File: src/rtl/fpu_unpack_hs.sv
// fpu_unpack_hs -- first FPU pipeline stage (unpack + classify + order).
//
// Splits two IEEE-754-style operands into sign / exponent / mantissa,
// classifies each as {nan, inf, zero, subnormal}, orders add/sub operands
// by magnitude, computes the alignment shift and flags invalid operations.
// The result is registered behind a one-deep valid/ready output register.
//
// Handshake: a transfer happens on a rising clk edge when valid & ready are
// both high on that side. in_ready = ~out_valid | out_ready, so the register
// refills on the same edge it drains and no input is ever dropped. While
// out_valid & ~out_ready, every output is held stable.
//
// Ports:
//   clk, rst_n            clock, synchronous active-low reset
//   in_valid/in_ready     input handshake
//   in_operand_a/_b       raw operands (W bits)
//   in_operator           00 add, 01 sub, 10 mul, 11 div
//   out_valid/out_ready   output handshake
//   sign_*/exponent_*/mantissa_*/class_*  per-operand fields (1 = larger for add/sub)
//   exp_diff              exponent_1 - exponent_2 (add/sub), else 0
//   nan_result            result is NaN regardless of later datapath
//   operator              registered copy of in_operator
module fpu_unpack_hs #(
  parameter int EXP_W = 8,
  parameter int MAN_W = 23,
  parameter int W     = 1 + EXP_W + MAN_W
) (
  input  logic             clk,
  input  logic             rst_n,
  input  logic             in_valid,
  output logic             in_ready,
  input  logic [W-1:0]     in_operand_a,
  input  logic [W-1:0]     in_operand_b,
  input  logic [1:0]       in_operator,
  output logic             out_valid,
  input  logic             out_ready,
  output logic             sign_1,
  output logic             sign_2,
  output logic [EXP_W-1:0] exponent_1,
  output logic [EXP_W-1:0] exponent_2,
  output logic [MAN_W:0]   mantissa_1,
  output logic [MAN_W:0]   mantissa_2,
  output logic [EXP_W-1:0] exp_diff,
  output logic [3:0]       class_1,
  output logic [3:0]       class_2,
  output logic             nan_result,
  output logic [1:0]       operator
);

  localparam logic [1:0]       OP_SUB  = 2'b01;
  localparam logic [1:0]       OP_MUL  = 2'b10;
  localparam logic [1:0]       OP_DIV  = 2'b11;
  localparam logic [EXP_W-1:0] EXP_ONE = EXP_W'(1);

  // Class vector bit positions: {nan, inf, zero, subnormal}
  localparam int C_NAN = 3;
  localparam int C_INF = 2;
  localparam int C_ZER = 1;

  // ---------------- field decode ----------------
  logic             sign_a, sign_b_eff;
  logic [EXP_W-1:0] exp_a, exp_b, eff_a, eff_b;
  logic [MAN_W-1:0] frac_a, frac_b;
  logic [MAN_W:0]   man_a, man_b;
  logic [3:0]       cls_a, cls_b;
  logic             is_addsub, swap;

  assign sign_a = in_operand_a[W-1];
  assign exp_a  = in_operand_a[W-2 -: EXP_W];
  assign exp_b  = in_operand_b[W-2 -: EXP_W];
  assign frac_a = in_operand_a[MAN_W-1:0];
  assign frac_b = in_operand_b[MAN_W-1:0];

  // Zero/subnormal operands use effective exponent 1 with hidden bit 0 so the
  // aligner treats them on the same scale as the smallest normal.
  assign eff_a = (exp_a == '0) ? EXP_ONE : exp_a;
  assign eff_b = (exp_b == '0) ? EXP_ONE : exp_b;
  assign man_a = {exp_a != '0, frac_a};
  assign man_b = {exp_b != '0, frac_b};

  assign cls_a = {(exp_a == '1) && (frac_a != '0), (exp_a == '1) && (frac_a == '0),
                  (exp_a == '0) && (frac_a == '0), (exp_a == '0) && (frac_a != '0)};
  assign cls_b = {(exp_b == '1) && (frac_b != '0), (exp_b == '1) && (frac_b == '0),
                  (exp_b == '0) && (frac_b == '0), (exp_b == '0) && (frac_b != '0)};

  assign is_addsub  = ~in_operator[1];
  // Subtraction is an addition of -B; mul/div keep B's sign untouched.
  assign sign_b_eff = in_operand_b[W-1] ^ (in_operator == OP_SUB);
  // The raw {exp,frac} field compares as an unsigned integer in magnitude order.
  assign swap = is_addsub && (in_operand_a[W-2:0] < in_operand_b[W-2:0]);

  // ---------------- next-state data ----------------
  logic             s1_d, s2_d, nan_d;
  logic [EXP_W-1:0] e1_d, e2_d, ediff_d;
  logic [MAN_W:0]   m1_d, m2_d;
  logic [3:0]       c1_d, c2_d;

  always_comb begin
    s1_d = swap ? sign_b_eff : sign_a;
    s2_d = swap ? sign_a     : sign_b_eff;
    e1_d = swap ? eff_b      : eff_a;
    e2_d = swap ? eff_a      : eff_b;
    m1_d = swap ? man_b      : man_a;
    m2_d = swap ? man_a      : man_b;
    c1_d = swap ? cls_b      : cls_a;
    c2_d = swap ? cls_a      : cls_b;
    // Operand 1 has the larger raw magnitude, hence never a smaller effective exponent.
    ediff_d = is_addsub ? (e1_d - e2_d) : '0;

    nan_d = cls_a[C_NAN] | cls_b[C_NAN];
    if (is_addsub && cls_a[C_INF] && cls_b[C_INF] && (sign_a != sign_b_eff))
      nan_d = 1'b1;
    if ((in_operator == OP_MUL) &&
        ((cls_a[C_ZER] && cls_b[C_INF]) || (cls_a[C_INF] && cls_b[C_ZER])))
      nan_d = 1'b1;
    if ((in_operator == OP_DIV) &&
        ((cls_a[C_ZER] && cls_b[C_ZER]) || (cls_a[C_INF] && cls_b[C_INF])))
      nan_d = 1'b1;
  end

  // ---------------- output register ----------------
  logic             valid_q, s1_q, s2_q, nan_q;
  logic [EXP_W-1:0] e1_q, e2_q, ediff_q;
  logic [MAN_W:0]   m1_q, m2_q;
  logic [3:0]       c1_q, c2_q;
  logic [1:0]       op_q;
  logic             load;

  assign in_ready = ~valid_q | out_ready;
  assign load     = in_valid & in_ready;

  always_ff @(posedge clk) begin
    if (!rst_n) begin
      valid_q <= 1'b0;
      s1_q    <= 1'b0;
      s2_q    <= 1'b0;
      e1_q    <= '0;
      e2_q    <= '0;
      m1_q    <= '0;
      m2_q    <= '0;
      ediff_q <= '0;
      c1_q    <= '0;
      c2_q    <= '0;
      nan_q   <= 1'b0;
      op_q    <= '0;
    end else if (load) begin
      valid_q <= 1'b1;
      s1_q    <= s1_d;
      s2_q    <= s2_d;
      e1_q    <= e1_d;
      e2_q    <= e2_d;
      m1_q    <= m1_d;
      m2_q    <= m2_d;
      ediff_q <= ediff_d;
      c1_q    <= c1_d;
      c2_q    <= c2_d;
      nan_q   <= nan_d;
      op_q    <= in_operator;
    end else if (out_ready) begin
      valid_q <= 1'b0;
    end
  end

  assign out_valid  = valid_q;
  assign sign_1     = s1_q;
  assign sign_2     = s2_q;
  assign exponent_1 = e1_q;
  assign exponent_2 = e2_q;
  assign mantissa_1 = m1_q;
  assign mantissa_2 = m2_q;
  assign exp_diff   = ediff_q;
  assign class_1    = c1_q;
  assign class_2    = c2_q;
  assign nan_result = nan_q;
  assign operator   = op_q;

endmodule

File: config.mk
export PLATFORM = sky130hd
export DESIGN_NAME = fpu_unpack_hs
export DESIGN_NICKNAME = d
export VERILOG_FILES = /design/src/rtl/fpu_unpack_hs.sv
export SDC_FILE = /design/constraint.sdc
export NUM_CORES = 1
export LEC_CHECK = 0
export ABC_CLOCK_PERIOD_IN_PS = 5100
export BUFFER_PORTS_ARGS = -buffer_cell sky130_fd_sc_hd__buf_2
export CAP_MARGIN = 10
export CORE_MARGIN = 4
export CORE_UTILIZATION = 37
export CTS_BUF_LIST = sky130_fd_sc_hd__clkbuf_8
export CTS_CLUSTER_SIZE = 16
export DETAILED_ROUTE_END_ITERATION = 10
export GPL_TIMING_DRIVEN = 0
export SETUP_SLACK_MARGIN = 0.5
export SKIP_LAST_GASP = 1
export SLEW_MARGIN = 20
export SYNTH_ARGS = -nofsm -noshare
export SYNTH_HDL_FRONTEND = slang
export SYNTH_SLANG_ARGS = --single-unit
File: constraint.sdc
create_clock -name clk -period 5.1 [get_ports clk]
set_input_delay 0.765 -clock clk [delete_from_list [all_inputs] [get_ports clk]]
set_output_delay 0.765 -clock clk [all_outputs]
set_load 0.01 [all_outputs]
; Word-level counts from Yosys, hierarchy flattened
; Cells that the tools add are included.
; W data, S select, Z words.
[word_totals]
reg_bits = 86
in_bits = 70
out_inout_bits = 87
elab_cells = 71
[op_classes]
add_sub_neg = 1
order_cmp = 1
n_eq_ne = 6
muxes = 16
bitwise = 6
reduce_logical = 29
[op_table]
columns = cell, count
row1 = $mux W24, 2
row2 = $logic_not A23 Y1, 2
row3 = $reduce_bool A23 Y1, 2
row4 = $mux W8, 5
row5 = $lt A31 B31 Y1, 1
row6 = $logic_and A1 B1 Y1, 18
row7 = $eq A8 B8 Y1 const B, 2
row8 = $logic_not A8 Y1, 2
row9 = $reduce_bool A8 Y1, 2
row10 = $mux W4, 2
row11 = $sub A8 B8 Y8, 1
row12 = $mux W1, 7
row13 = $eq A2 B2 Y1 const B, 2
row14 = $eq A2 B1 Y1 const B, 1
row15 = $logic_or A1 B1 Y1, 2
row16 = $not A1 Y1, 2
row17 = $or A1 B1 Y1, 2
row18 = $reduce_bool A2 Y1, 1
row19 = $and A1 B1 Y1, 1
row20 = $ne A1 B1 Y1, 1
row21 = $xor A1 B1 Y1, 1

; Longest topological paths before layout
; Gate-level depths: netlist of the first run.
[depth]
depth_word = 8
depth_mapped = 18
ltp_nobuf = 16

; Least setup slack after synthesis of the first run
; No wires, ideal clock.
[synth_path]
kind = input -> register
from = in in_operand_b[12]
to = reg ediff_q[6], in the netlist exp_diff[6]
setup_time_ns = 0.087
arrival_time_ns = 3.940
required_ns = 5.013
setup_slack_ns = 1.073
cell_stages = 16
path_buffers = 0
cell_sequence = inv_1 -> ha_1 -> a21oi_1 -> o21ai_1 -> a221oi_2 -> o211ai_4 -> a21oi_2 -> mux2_2 -> ha_1 -> fa_1 -> nor2b_1 -> o21ai_0 -> a21boi_0 -> o21a_1 -> nor3_1 -> o31ai_1
[synth_between]
elab_chain_len = 5
elab_cells_between_ends = 6
cone_classes = add/sub: 1 / order compare: 1 / mux: 3 / reduce/logical: 1
[synth_lines]
columns = element, line_no
row1 = "start, declared", 33  ; input logic [W-1:0] in_operand_b,
row2 = $lt A31 B31 Y1 (*), 90  ; assign swap = is_addsub && (in_operand_a[W-2:0] < in_operand_b[W-2:0]);
row3 = $logic_and A1 B1 Y1 (*), 90
row4 = $mux W8 (on tied branches), "101, 102"
row5 = $sub A8 B8 Y8 (*), 108  ; ediff_d = is_addsub ? (e1_d - e2_d) : '0;
row6 = $mux W8 (*), 108
row7 = "end signal, assigned", 154  ; ediff_q <= ediff_d;
row8 = "end, declared", 123  ; logic [EXP_W-1:0] e1_q, e2_q, ediff_q;
; Mark *: on every way between the ends. The rest lies on a longest branch, timed or not.
; A chain may end at the register's enable or synchronous reset.

; Worst setup path in the final report of the first run
[layout_path]
from = in in_operand_b[22]
to = reg ediff_q[6], in the netlist exp_diff[6]
[layout_between]
elab_chain_len = 5
elab_cells_between_ends = 6
cone_classes = add/sub: 1 / order compare: 1 / mux: 3 / reduce/logical: 1
[layout_lines]
columns = element, line_no
row1 = $lt A31 B31 Y1, 90
row2 = $logic_and A1 B1 Y1, 90
row3 = $mux W8, 102  ; e2_d = swap ? eff_a : eff_b;
row4 = named net e2_d[0], 94  ; logic [EXP_W-1:0] e1_d, e2_d, ediff_d;
row5 = $sub A8 B8 Y8, 108
row6 = $mux W8, 108
; The timed path passes the listed nets, and every way through them passes these cells.

==> summary.md, run 1 <==
| Metric | Value |
|---|---|
| Port buffer count | `155` |
| First-pass GRT wire length | `32,300 um` |
| # diodes | `0` |
| DRT iter0 DRCs | `562` |
| Post-CTS setup repair buffer count | `0` |
| Min-Delay Path Class | `reg2reg` |
| Syn Nets | `815` |
| DRC Markers | `0` |
| Post-synth ARST share | `0%` |
| Hold endpoint | `operator[1]` |
| Die Span Y | `132 um` |
| Logic gate share of total power | `30.8%` |
| Fin. Hold Viols | `0` |
| FF-to-FF Start | `out_valid` |
| Total number of placement rows | `45` |
| Worst reg2reg setup slack | `2620 ps` |
| Register area share after synthesis | `30.3%` |
| CP dominant cell by count | `ha_1` |
| Worst slew pin tran | `631 ps` |
| Starting Density | `37.5%` |
| Peak per-stage delay on the critical path | `390 ps` |
| Fin Setup TNS | `0 ps` |
| Crit path time final | `4230 ps` |
| Via count | `6,084` |
| Core area | `15,100 um^2` |
| Part of the cycle the worst path needs | `83.0%` |
| Crit path buf inv count | `3` |
| FF+latch count, synth | `86` |
| Gr usage total | `23.0%` |
| Grt met2 use | `37.7%` |
| Total gr overflow | `0` |
| Worst setup SP type | `input pin` |
| Max-cap violations | `0` |
| Clock Sink Count | `86` |
| Layout cells sized above 1 | `22.3%` |
| CP required | `5390 ps` |
| Synthesized area | `5690 um^2` |
| TritonRoute pass-1 iters | `4` |
| Gpl congestion | `0.928` |
| HPWL after detailed placement | `15,800 um` |
| FMAX | `236 MHz` |
| Clock Skews | `11.3 ps` |
| Hold depth | `2` |
| Sequential share of power | `42.6%` |
| Worst reg2reg path depth | `7` |
| Outcome | `complete, no violations` |
| Chip width | `132 um` |
| Max-slew violations | `0` |
| Main synth FF type | `dfxtp_1` |
| Worst vdd ir | `0.119 mV` |
| Critical path fanouts, max | `10` |
| Boundary pin count | `157` |
| Yosys cell types | `55` |
| Finished Cell Area | `6880 um^2` |
| RSZ-0062 raised after global routing | `false` |
| Worst Setup SP | `in_operand_b[22]` |
| Post-synth EDFFs | `0` |
| Area Growth Syn to Fin | `21.0%` |
| Final setup margin | `868 ps` |
| H-tree Lvls | `3` |
| Avg Cell Area, Syn | `8.05 um^2` |
| Aggregate routed wire length | `20,400 um` |
| Cell family with most CP delay | `compound AO/OA/AOI/OAI gates` |
| Synth Instances | `706` |
| Slew headroom | `56.8%` |
| GRT Max-Usage Layer | `met2` |
| Final #Nets | `981` |
| Root buffer cell | `clkbuf_8` |
| Number of CTS-inserted buffers | `9` |
| Post-placement cell area | `6700 um^2` |
| Routed WL per cell | `19.3 um` |
| Die Area | `17,400 um^2` |
| Switching part of the total | `34.9%` |
| PwrDens | `260 nW/um^2` |
| P_sw | `626 uW` |
| CTS tree | `built` |
| Hold path start | `operator[1]` |
| Number of global-route vias before repair | `6,061` |
| Worst-path clk slew | `80 ps` |
| Clk_lat worst skew | `380 ps` |
| Worst Hold Slack | `462 ps` |
| Largest net degree at the start of global routing | `13` |
| Met1 Use GR | `30.2%` |
| Slowest CP cell | `fa_1` |
| Clock power frac | `26.6%` |
| Via-per-instance ratio | `5.73` |
| Synth warn | `0` |
| CTS Buffer Depth | `2` |
| Dpl ws | `311 ps` |
| Fillers | `1,588` |
| P_leak | `0.00291 uW` |
| CP arrival | `4520 ps` |
| Worst setup EP type | `flop` |
| Crit-path cells | `buf_2 > inv_1 > ha_1 > nand4_2 > nor4_4 > nand2_1 > o211a_1 > o21ai_4 > buf_6 > mux2i_1 > ha_1 > fa_1 > nor2b_1 > o21ai_0 > a21boi_1 > o21a_1 > nor3_1 > o31ai_1` |
| Internal | `1170 uW` |
| Final setup viols | `0` |
| M3 GR Usage | `5.27%` |
| Initial antenna violation count | `0` |
| Antenna viol nets, final | `0` |
| Crit Path Class | `in2reg` |
| Critical R2R Capture | `exponent_2[6]` |
timing repair:
action                                 4_1_cts  5_1_grt
hold buffers                                 0        0
gates resized for setup                      0        2
endpoints found under the hold margin        0        0
setup endpoints to repair                    0        1
layer usage:
metal | share of wire, % | wire length (um)
met1 | 46 | 9330
met2 | 46 | 9470
met3 | 6.5 | 1340
met4 | 1.5 | 305
met5 | 0 | 0
sequential cells by signal, indices dropped and copies added (netlist names):
signal / cells
exp_diff: 8
out_valid: 1
mantissa_1: 24
mantissa_2: 24
sign_2: 1
class_2: 4
operator: 2
exponent_2: 8
class_1: 4
sign_1: 1
exponent_1: 8
nan_result: 1
power by group through the flow:
| stage | clock network, uW | logic, uW | registers, uW |
|---|---|---|---|
| 5_1_grt | 516 | 611 | 770 |
| 2_1_floorplan | 0 | 308 | 803 |
| 3_3_place_gp | 0 | 546 | 779 |
| 6_report | 477 | 553 | 763 |
| 3_5_place_dp | 0 | 548 | 778 |
| 4_1_cts | 487 | 550 | 763 |
synth_stat cells, types with 2 or more instances:
| library cell | instances | share of area [%] |
|---|---|---|
| o31ai_1 | 3 | 0.40 |
| a21boi_0 | 2 | 0.26 |
| o211ai_1 | 8 | 1.1 |
| ha_1 | 38 | 8.4 |
| dfxtp_1 | 86 | 30 |
| a21oi_1 | 23 | 2.0 |
| buf_2 | 13 | 1.1 |
| a211o_1 | 2 | 0.31 |
| nand4_1 | 8 | 0.88 |
| o21ai_0 | 74 | 6.5 |
| nor2_1 | 56 | 3.7 |
| nor4_1 | 12 | 1.3 |
| nor2b_1 | 5 | 0.55 |
| or4_1 | 5 | 0.66 |
| clkbuf_1 | 43 | 2.8 |
| mux2i_1 | 8 | 1.4 |
| o21a_1 | 7 | 0.92 |
| a2111oi_0 | 2 | 0.31 |
| inv_1 | 38 | 2.5 |
| mux2_1 | 3 | 0.59 |
| a211oi_1 | 132 | 17 |
| a21o_1 | 6 | 0.79 |
| a221o_1 | 2 | 0.35 |
| and3_1 | 4 | 0.44 |
| nor3_1 | 13 | 1.1 |
| o311ai_1 | 2 | 0.31 |
| and2_1 | 4 | 0.44 |
| nand2_1 | 26 | 1.7 |
| mux2_2 | 5 | 0.99 |
| and4_1 | 2 | 0.31 |
| buf_6 | 2 | 0.40 |
| o211a_1 | 3 | 0.53 |
| a31oi_1 | 3 | 0.33 |
| nand3_1 | 10 | 0.88 |
| nand2b_1 | 33 | 3.6 |
| xnor2_1 | 4 | 0.62 |
logic make-up (layout without fill, tap and decap cells):
kind of cell,after synthesis,after routing,share of synthesized area [%]
DFF,86,86,30.3
xor gates and xnor gates,4,4,0.616
and+or+nand+nor,184,184,16.7
muxes,16,16,2.99
AOI/OAI and AO/OA,280,280,33.7
adders and majority gates,39,39,8.71
buffers and inverters,97,265,6.95
stage by stage:
stage / instances / total power [uW] / util (%)
6_report: 1062 / 1790 / 45.4
5_1_grt: 1062 / 1900 / 45.4
4_1_cts: 1062 / 1800 / 45.4
3_5_place_dp: 1049 / 1330 / 44.2
3_3_place_gp: 1049 / 1320 / 44.2
2_1_floorplan: 706 / 1110 / -
how the worst max path moves through the flow:
stage,end,slack [ps],cells past startpoint
2_1_floorplan,exp_diff[6],1070,16
3_3_place_gp,exp_diff[6],340,17
3_5_place_dp,exp_diff[6],310,17
4_1_cts,exp_diff[6],690,17
5_1_grt,exp_diff[6],570,18
6_report,exp_diff[6],870,18
tightest hold or removal path, stage by stage (launching register included):
cell and delay, ps:
dfxtp_1 320, nand2_1 50, a21oi_1 50
cell usage in the layout (no fill, tap or decap), drive strengths merged, types with 4 or more instances in the layout:
| cell type | instances |
|---|---|
| buf | 171 |
| or4 | 5 |
| ha | 38 |
| o21a | 7 |
| nand3 | 10 |
| o211ai | 9 |
| a21o | 6 |
| nor4 | 13 |
| mux2 | 8 |
| nand2 | 26 |
| nand2b | 33 |
| xnor2 | 4 |
| nor2b | 5 |
| mux2i | 8 |
| nor2 | 57 |
| and3 | 4 |
| inv | 39 |
| a211oi | 132 |
| and2 | 4 |
| nor3 | 13 |
| dfxtp | 86 |
| clkbuf | 53 |
| nand4 | 9 |
| o21ai | 76 |
| a21oi | 24 |
cell type report:
type | count | area (um^2) | share of cell area (%)
buffer | 59 | 253 | 3.67
timing repair buffer | 155 | 776 | 11.3
multi-input combinational | 523 | 3580 | 52.0
sequential | 86 | 1720 | 25.0
clock buffer | 10 | 138 | 2.00
inverter | 38 | 143 | 2.07
clock inverter | 3 | 38.8 | 0.564
tap | 188 | 235 | 3.42
Note: power is estimated with default switching activity, not from simulation.
==> run 2, diff against run 1 <==
--- a/config.mk
+++ b/config.mk
@@ -5,7 +5,7 @@
 export SDC_FILE = /design/constraint.sdc
 export NUM_CORES = 1
 export LEC_CHECK = 0
-export ABC_CLOCK_PERIOD_IN_PS = 5100
+export ABC_CLOCK_PERIOD_IN_PS = 4300
 export BUFFER_PORTS_ARGS = -buffer_cell sky130_fd_sc_hd__buf_2
 export CAP_MARGIN = 10
 export CORE_MARGIN = 4
==> constraint.sdc (replaced) <==
create_clock -name clk -period 4.3 [get_ports clk]
set_input_delay 0.645 -clock clk [delete_from_list [all_inputs] [get_ports clk]]
set_output_delay 0.645 -clock clk [all_outputs]
set_load 0.01 [all_outputs]
==> summary.md, run 2 (synthesis results as in run 1) <==
| Metric | Value |
|---|---|
| Max-slew violations | `0` |
| Port buffer count | `155` |
| Min-Delay Path Class | `reg2reg` |
| Final setup margin | `638 ps` |
| Clock Skews | `14.5 ps` |
| Root buffer cell | `clkbuf_8` |
| Worst reg2reg path depth | `7` |
| Critical R2R Capture | `exponent_2[5]` |
| Routed WL per cell | `19.6 um` |
| CP required | `4600 ps` |
| TritonRoute pass-1 iters | `5` |
| Chip width | `132 um` |
| Final Total Pwr | `2150 uW` |
| Via count | `6,176` |
| Hold depth | `2` |
| H-tree Lvls | `3` |
| Logic gate share of total power | `33.2%` |
| # diodes | `0` |
| FF-to-FF Start | `out_valid` |
| Fin. Hold Viols | `0` |
| Cts hold-fix bufs | `0` |
| Sequential share of power | `42.1%` |
| Setup crit end | `exp_diff[6]` |
| First-pass GRT wire length | `33,200 um` |
| Post-route insts no fill | `1,077` |
| Final setup viols | `0` |
| Total gr overflow | `0` |
| Worst-path clk slew | `90 ps` |
| Area Growth Syn to Fin | `25.1%` |
| Initial antenna violation count | `0` |
| Boundary pin count | `157` |
| Worst slew pin tran | `711 ps` |
| Final #Nets | `993` |
| Crit path time final | `3660 ps` |
| HPWL after detailed placement | `15,900 um` |
| Core area | `15,100 um^2` |
| Number of global-route vias before repair | `6,225` |
| Internal | `1360 uW` |
| Switching part of the total | `36.9%` |
| Max-cap violations | `0` |
| Worst Setup SP | `in_operand_b[17]` |
| Dpl ws | `-128 ps` |
| Most frequent cells in the layout | `buf_2, a211oi_1, dfxtp_1` |
| Clk_lat worst skew | `390 ps` |
| Commonest non-fill, non-tap cell in the layout | `buf_2` |
| Post-placement cell area | `6730 um^2` |
| Fillers | `1,595` |
| Layout cells sized above 1 | `26.0%` |
| Gpl congestion | `0.931` |
| Largest net degree at the start of global routing | `16` |
| RSZ-0062 raised after global routing | `false` |
| Critical path fanouts, max | `6` |
| Die Area | `17,400 um^2` |
| Aggregate routed wire length | `21,100 um` |
| Worst reg2reg setup slack | `1770 ps` |
| Clock Sink Count | `86` |
| Slew headroom | `52.6%` |
| P_sw | `793 uW` |
| CP arrival | `3960 ps` |
| Clock power frac | `24.7%` |
| DRC Markers | `0` |
| Worst vdd ir | `0.157 mV` |
| CTS tree | `built` |
| P_leak | `0.00298 uW` |
| DRT iter0 DRCs | `432` |
| Via-per-instance ratio | `5.73` |
| Total number of placement rows | `45` |
| Part of the cycle the worst path needs | `85.2%` |
| Worst setup SP type | `input pin` |
| Die Span Y | `132 um` |
| Starting Density | `37.5%` |
| Finished Cell Area | `7110 um^2` |
| FMAX | `273 MHz` |
| Gr usage total | `23.7%` |
| Outcome | `complete, no violations` |
| Crit Path Class | `in2reg` |
| Number of CTS-inserted buffers | `9` |
| PwrDens | `302 nW/um^2` |
| CTS Buffer Depth | `2` |
| Placed Cells | `1,049` |
| Worst setup EP type | `flop` |
| Antenna viol nets, final | `0` |
## run 2: cell types whose count changed in the layout (fill, tap and decap cells not counted), moves of 3 or more
cell / before / now
buf_4: 0 / 15
ha_1: 38 / 34
buf_2: 168 / 165
o21ai_0: 74 / 71
ha_4: 0 / 4
## run 2: critical path: stages
cell,delay (ps)
buf_2,120
inv_2,50
ha_4,260
nand4_1,160
nor4_4,380
nand2_2,130
o211a_4,280
o21ai_4,180
buf_6,170
mux2_4,320
ha_4,250
nor2b_2,160
o21ai_2,160
a21boi_2,90
o21a_1,200
o21a_1,160
o31ai_1,240
## run 2: timing repair
action | in CTS | in global routing
resized for setup | 4 | 25
setup buffers | 8 | 4
endpoints found under the setup margin | 5 | 5
pin swaps | 5 | 10
## run 2: how the worst min path moves through the flow
stage	slack [ps]	startpoint	end
after floorplan	480	operator[0]	operator[0]
after global routing	480	operator[0]	operator[0]
final	460	operator[1]	operator[1]
after global placement	450	operator[0]	operator[0]
after detailed placement	450	operator[1]	operator[1]
after CTS	460	operator[1]	operator[1]
## run 2: layout make-up
| type | count | area, um^2 | share of cell area, % |
|---|---|---|---|
| clock inverter | 7 | 50.0 | 0.704 |
| clock buffer | 9 | 124 | 1.74 |
| buffer | 59 | 259 | 3.64 |
| tap | 188 | 235 | 3.31 |
| inverter | 38 | 143 | 2.01 |
| sequential | 86 | 1720 | 24.2 |
| timing repair buffer | 167 | 873 | 12.3 |
| multi-input combinational | 523 | 3710 | 52.1 |
## run 2: stage by stage
step	setup TNS [ps]	util [%]	hold WS, ps
after floorplan	0	-	481
after global placement	-203	44.5	445
after global routing	0	47.0	483
after CTS	0	46.1	462
final	0	47.0	463
after detailed placement	-220	44.5	448
## run 2: layer usage
layer / wire [um] / global-route usage [%] / vias up
li1: - / - / 3016
met1: 9450 / 31.7 / 2862
met2: 9620 / 37.5 / 251
met3: 1470 / 5.27 / 47
met4: 589 / 9.10 / 0
met5: 0 / 0 / -
## run 2: power groups by stage
stage	sequential, uW	combinational [uW]	clock, uW
floorplan	953	372	0
global placement	922	657	0
detailed placement	922	660	0
CTS	905	681	555
global route	913	780	582
finish	905	712	531
==> run 3, diff against run 2 <==
--- a/config.mk
+++ b/config.mk
@@ -5,7 +5,6 @@
 export SDC_FILE = /design/constraint.sdc
 export NUM_CORES = 1
 export LEC_CHECK = 0
-export ABC_CLOCK_PERIOD_IN_PS = 4300
 export BUFFER_PORTS_ARGS = -buffer_cell sky130_fd_sc_hd__buf_2
 export CAP_MARGIN = 10
 export CORE_MARGIN = 4
@@ -14,6 +13,7 @@
 export CTS_CLUSTER_SIZE = 16
 export DETAILED_ROUTE_END_ITERATION = 10
 export GPL_TIMING_DRIVEN = 0
+export PLACE_DENSITY = 0.57
 export SETUP_SLACK_MARGIN = 0.5
 export SKIP_LAST_GASP = 1
 export SLEW_MARGIN = 20
==> summary.md, run 3 (synthesis results as in run 1) <==
| Metric | Value |
|---|---|
| H-tree Lvls | `3` |
| PwrDens | `307 nW/um^2` |
| Clk_lat worst skew | `390 ps` |
| Part of the cycle the worst path needs | `84.7%` |
| Gr usage total | `24.4%` |
| Met3 WL | `1440 um` |
| FMAX | `274 MHz` |
| Finished Cell Area | `7260 um^2` |
| CTS Buffer Depth | `2` |
| Antenna viol nets, final | `0` |
| Most frequent cells in the layout | `buf_2, a211oi_1, dfxtp_1` |
| Root buffer cell | `clkbuf_8` |
| HPWL after detailed placement | `16,500 um` |
| Clock Skews | `8.65 ps` |
| Fillers | `1,562` |
| Layout cells sized above 1 | `27.3%` |
| Crit Path Class | `in2reg` |
| Core area | `15,100 um^2` |
| Worst setup SP type | `input pin` |
| Worst setup EP type | `flop` |
| Crit path time final | `3640 ps` |
| First-pass GRT wire length | `34,100 um` |
| Total number of placement rows | `45` |
| Cts hold-fix bufs | `0` |
| CTS tree | `built` |
| Number of CTS-inserted buffers | `9` |
| Final #Nets | `1,001` |
| DRC Markers | `0` |
| Outcome | `complete, no violations` |
| Highest routed metal layer | `met4` |
| TritonRoute pass-1 iters | `5` |
| Worst vdd ir | `0.124 mV` |
| DRT iter0 DRCs | `398` |
| Critical path fanouts, max | `6` |
| Die Span Y | `132 um` |
| Clock Sink Count | `86` |
| Via count | `6,298` |
| Total gr overflow | `0` |
| Worst Hold Slack | `463 ps` |
| M1 WL | `9620 um` |
| Starting Density | `37.5%` |
| # diodes | `0` |
| Worst-path clk slew | `90 ps` |
| RSZ-0062 raised after global routing | `false` |
| CP required | `4600 ps` |
| Final setup viols | `0` |
| Area Growth Syn to Fin | `27.6%` |
| Max-slew violations | `0` |
| Die Area | `17,400 um^2` |
| Min-Delay Path Class | `reg2reg` |
| Initial antenna violation count | `0` |
| Number of global-route vias before repair | `6,466` |
| Via-per-instance ratio | `5.80` |
| Boundary pin count | `157` |
| Aggregate routed wire length | `22,000 um` |
| Port buffer count | `155` |
| Placed Cells | `1,049` |
| Worst slew pin tran | `738 ps` |
| CP arrival | `3940 ps` |
| Slew headroom | `50.8%` |
| Fin. Hold Viols | `0` |
| Routed WL per cell | `20.3 um` |
| Post-placement cell area | `6730 um^2` |
| Met2 routed WL | `10,300 um` |
| Commonest non-fill, non-tap cell in the layout | `buf_2` |
| Largest net degree at the start of global routing | `15` |
| Post-route insts no fill | `1,085` |
| Max-cap violations | `0` |
| Chip width | `132 um` |
| P_leak | `0.00304 uW` |
| Gpl congestion | `0.912` |
-- run 3: cell type report --
class	instances	area, um^2	area share [%]
repair buffers	175	943	13.0
plain buffers	59	264	3.64
well taps	188	235	3.24
clock inverters	7	67.6	0.931
clock buffers	9	124	1.71
flip-flops and latches	86	1720	23.7
multi-input cells	523	3760	51.8
inverters	38	143	1.97
-- run 3: per-layer routing --
| metal | track usage [%] | vias to the layer above |
|---|---|---|
| li1 | - | 3026 |
| met1 | 31.2 | 2972 |
| met2 | 40.1 | 247 |
| met3 | 4.73 | 53 |
| met4 | 10.4 | 0 |
| met5 | 0 | - |
-- run 3: final timing paths --
check	startpoint	slack, ps	to	cells past startpoint
setup reg to reg	out_valid	1740	exponent_2[5]	7
hold / removal	operator[0]	460	operator[0]	2
setup / recovery	in_operand_a[18]	660	exp_diff[5]	15
hold reg to reg	operator[0]	460	operator[0]	2
-- run 3: repair_timing --
| item | 4_1_cts | 5_1_grt |
|---|---|---|
| resized for setup | 8 | 31 |
| setup buffers | 9 | 11 |
| endpoints found under the setup margin | 5 | 5 |
| pin swaps | 5 | 17 |
-- run 3: through the flow --
| step | TNS (ps) | power (uW) | setup WS [ps] | utilization [%] |
|---|---|---|---|---|
| floorplan | 0 | 1320 | 523 | - |
| global placement | -192 | 1580 | -112 | 44.5 |
| detailed placement | -261 | 1590 | -152 | 44.5 |
| CTS | 0 | 2200 | 506 | 46.5 |
| global route | 0 | 2340 | 472 | 47.9 |
| finish | 0 | 2220 | 657 | 47.9 |
-- run 3: report_power, final --
group	total [uW]	internal [uW]	switching, uW	leakage [uW]
logic	733	290	444	0.00223
clock network	586	266	320	0.000102
registers	905	869	36.8	0.000713
total	2220	1420	801	0.00304
-- run 3: worst max-delay path, cell delays in order --
cell and delay (ps):
buf_2 130, ha_4 270, nand4_1 180, nor4_4 380, nand2_2 100, o211a_4 270
o21ai_4 190, buf_6 170, buf_4 110, mux2_1 310, ha_1 320, a21boi_2 190
o21a_1 210, o21a_1 200, o31ai_2 250
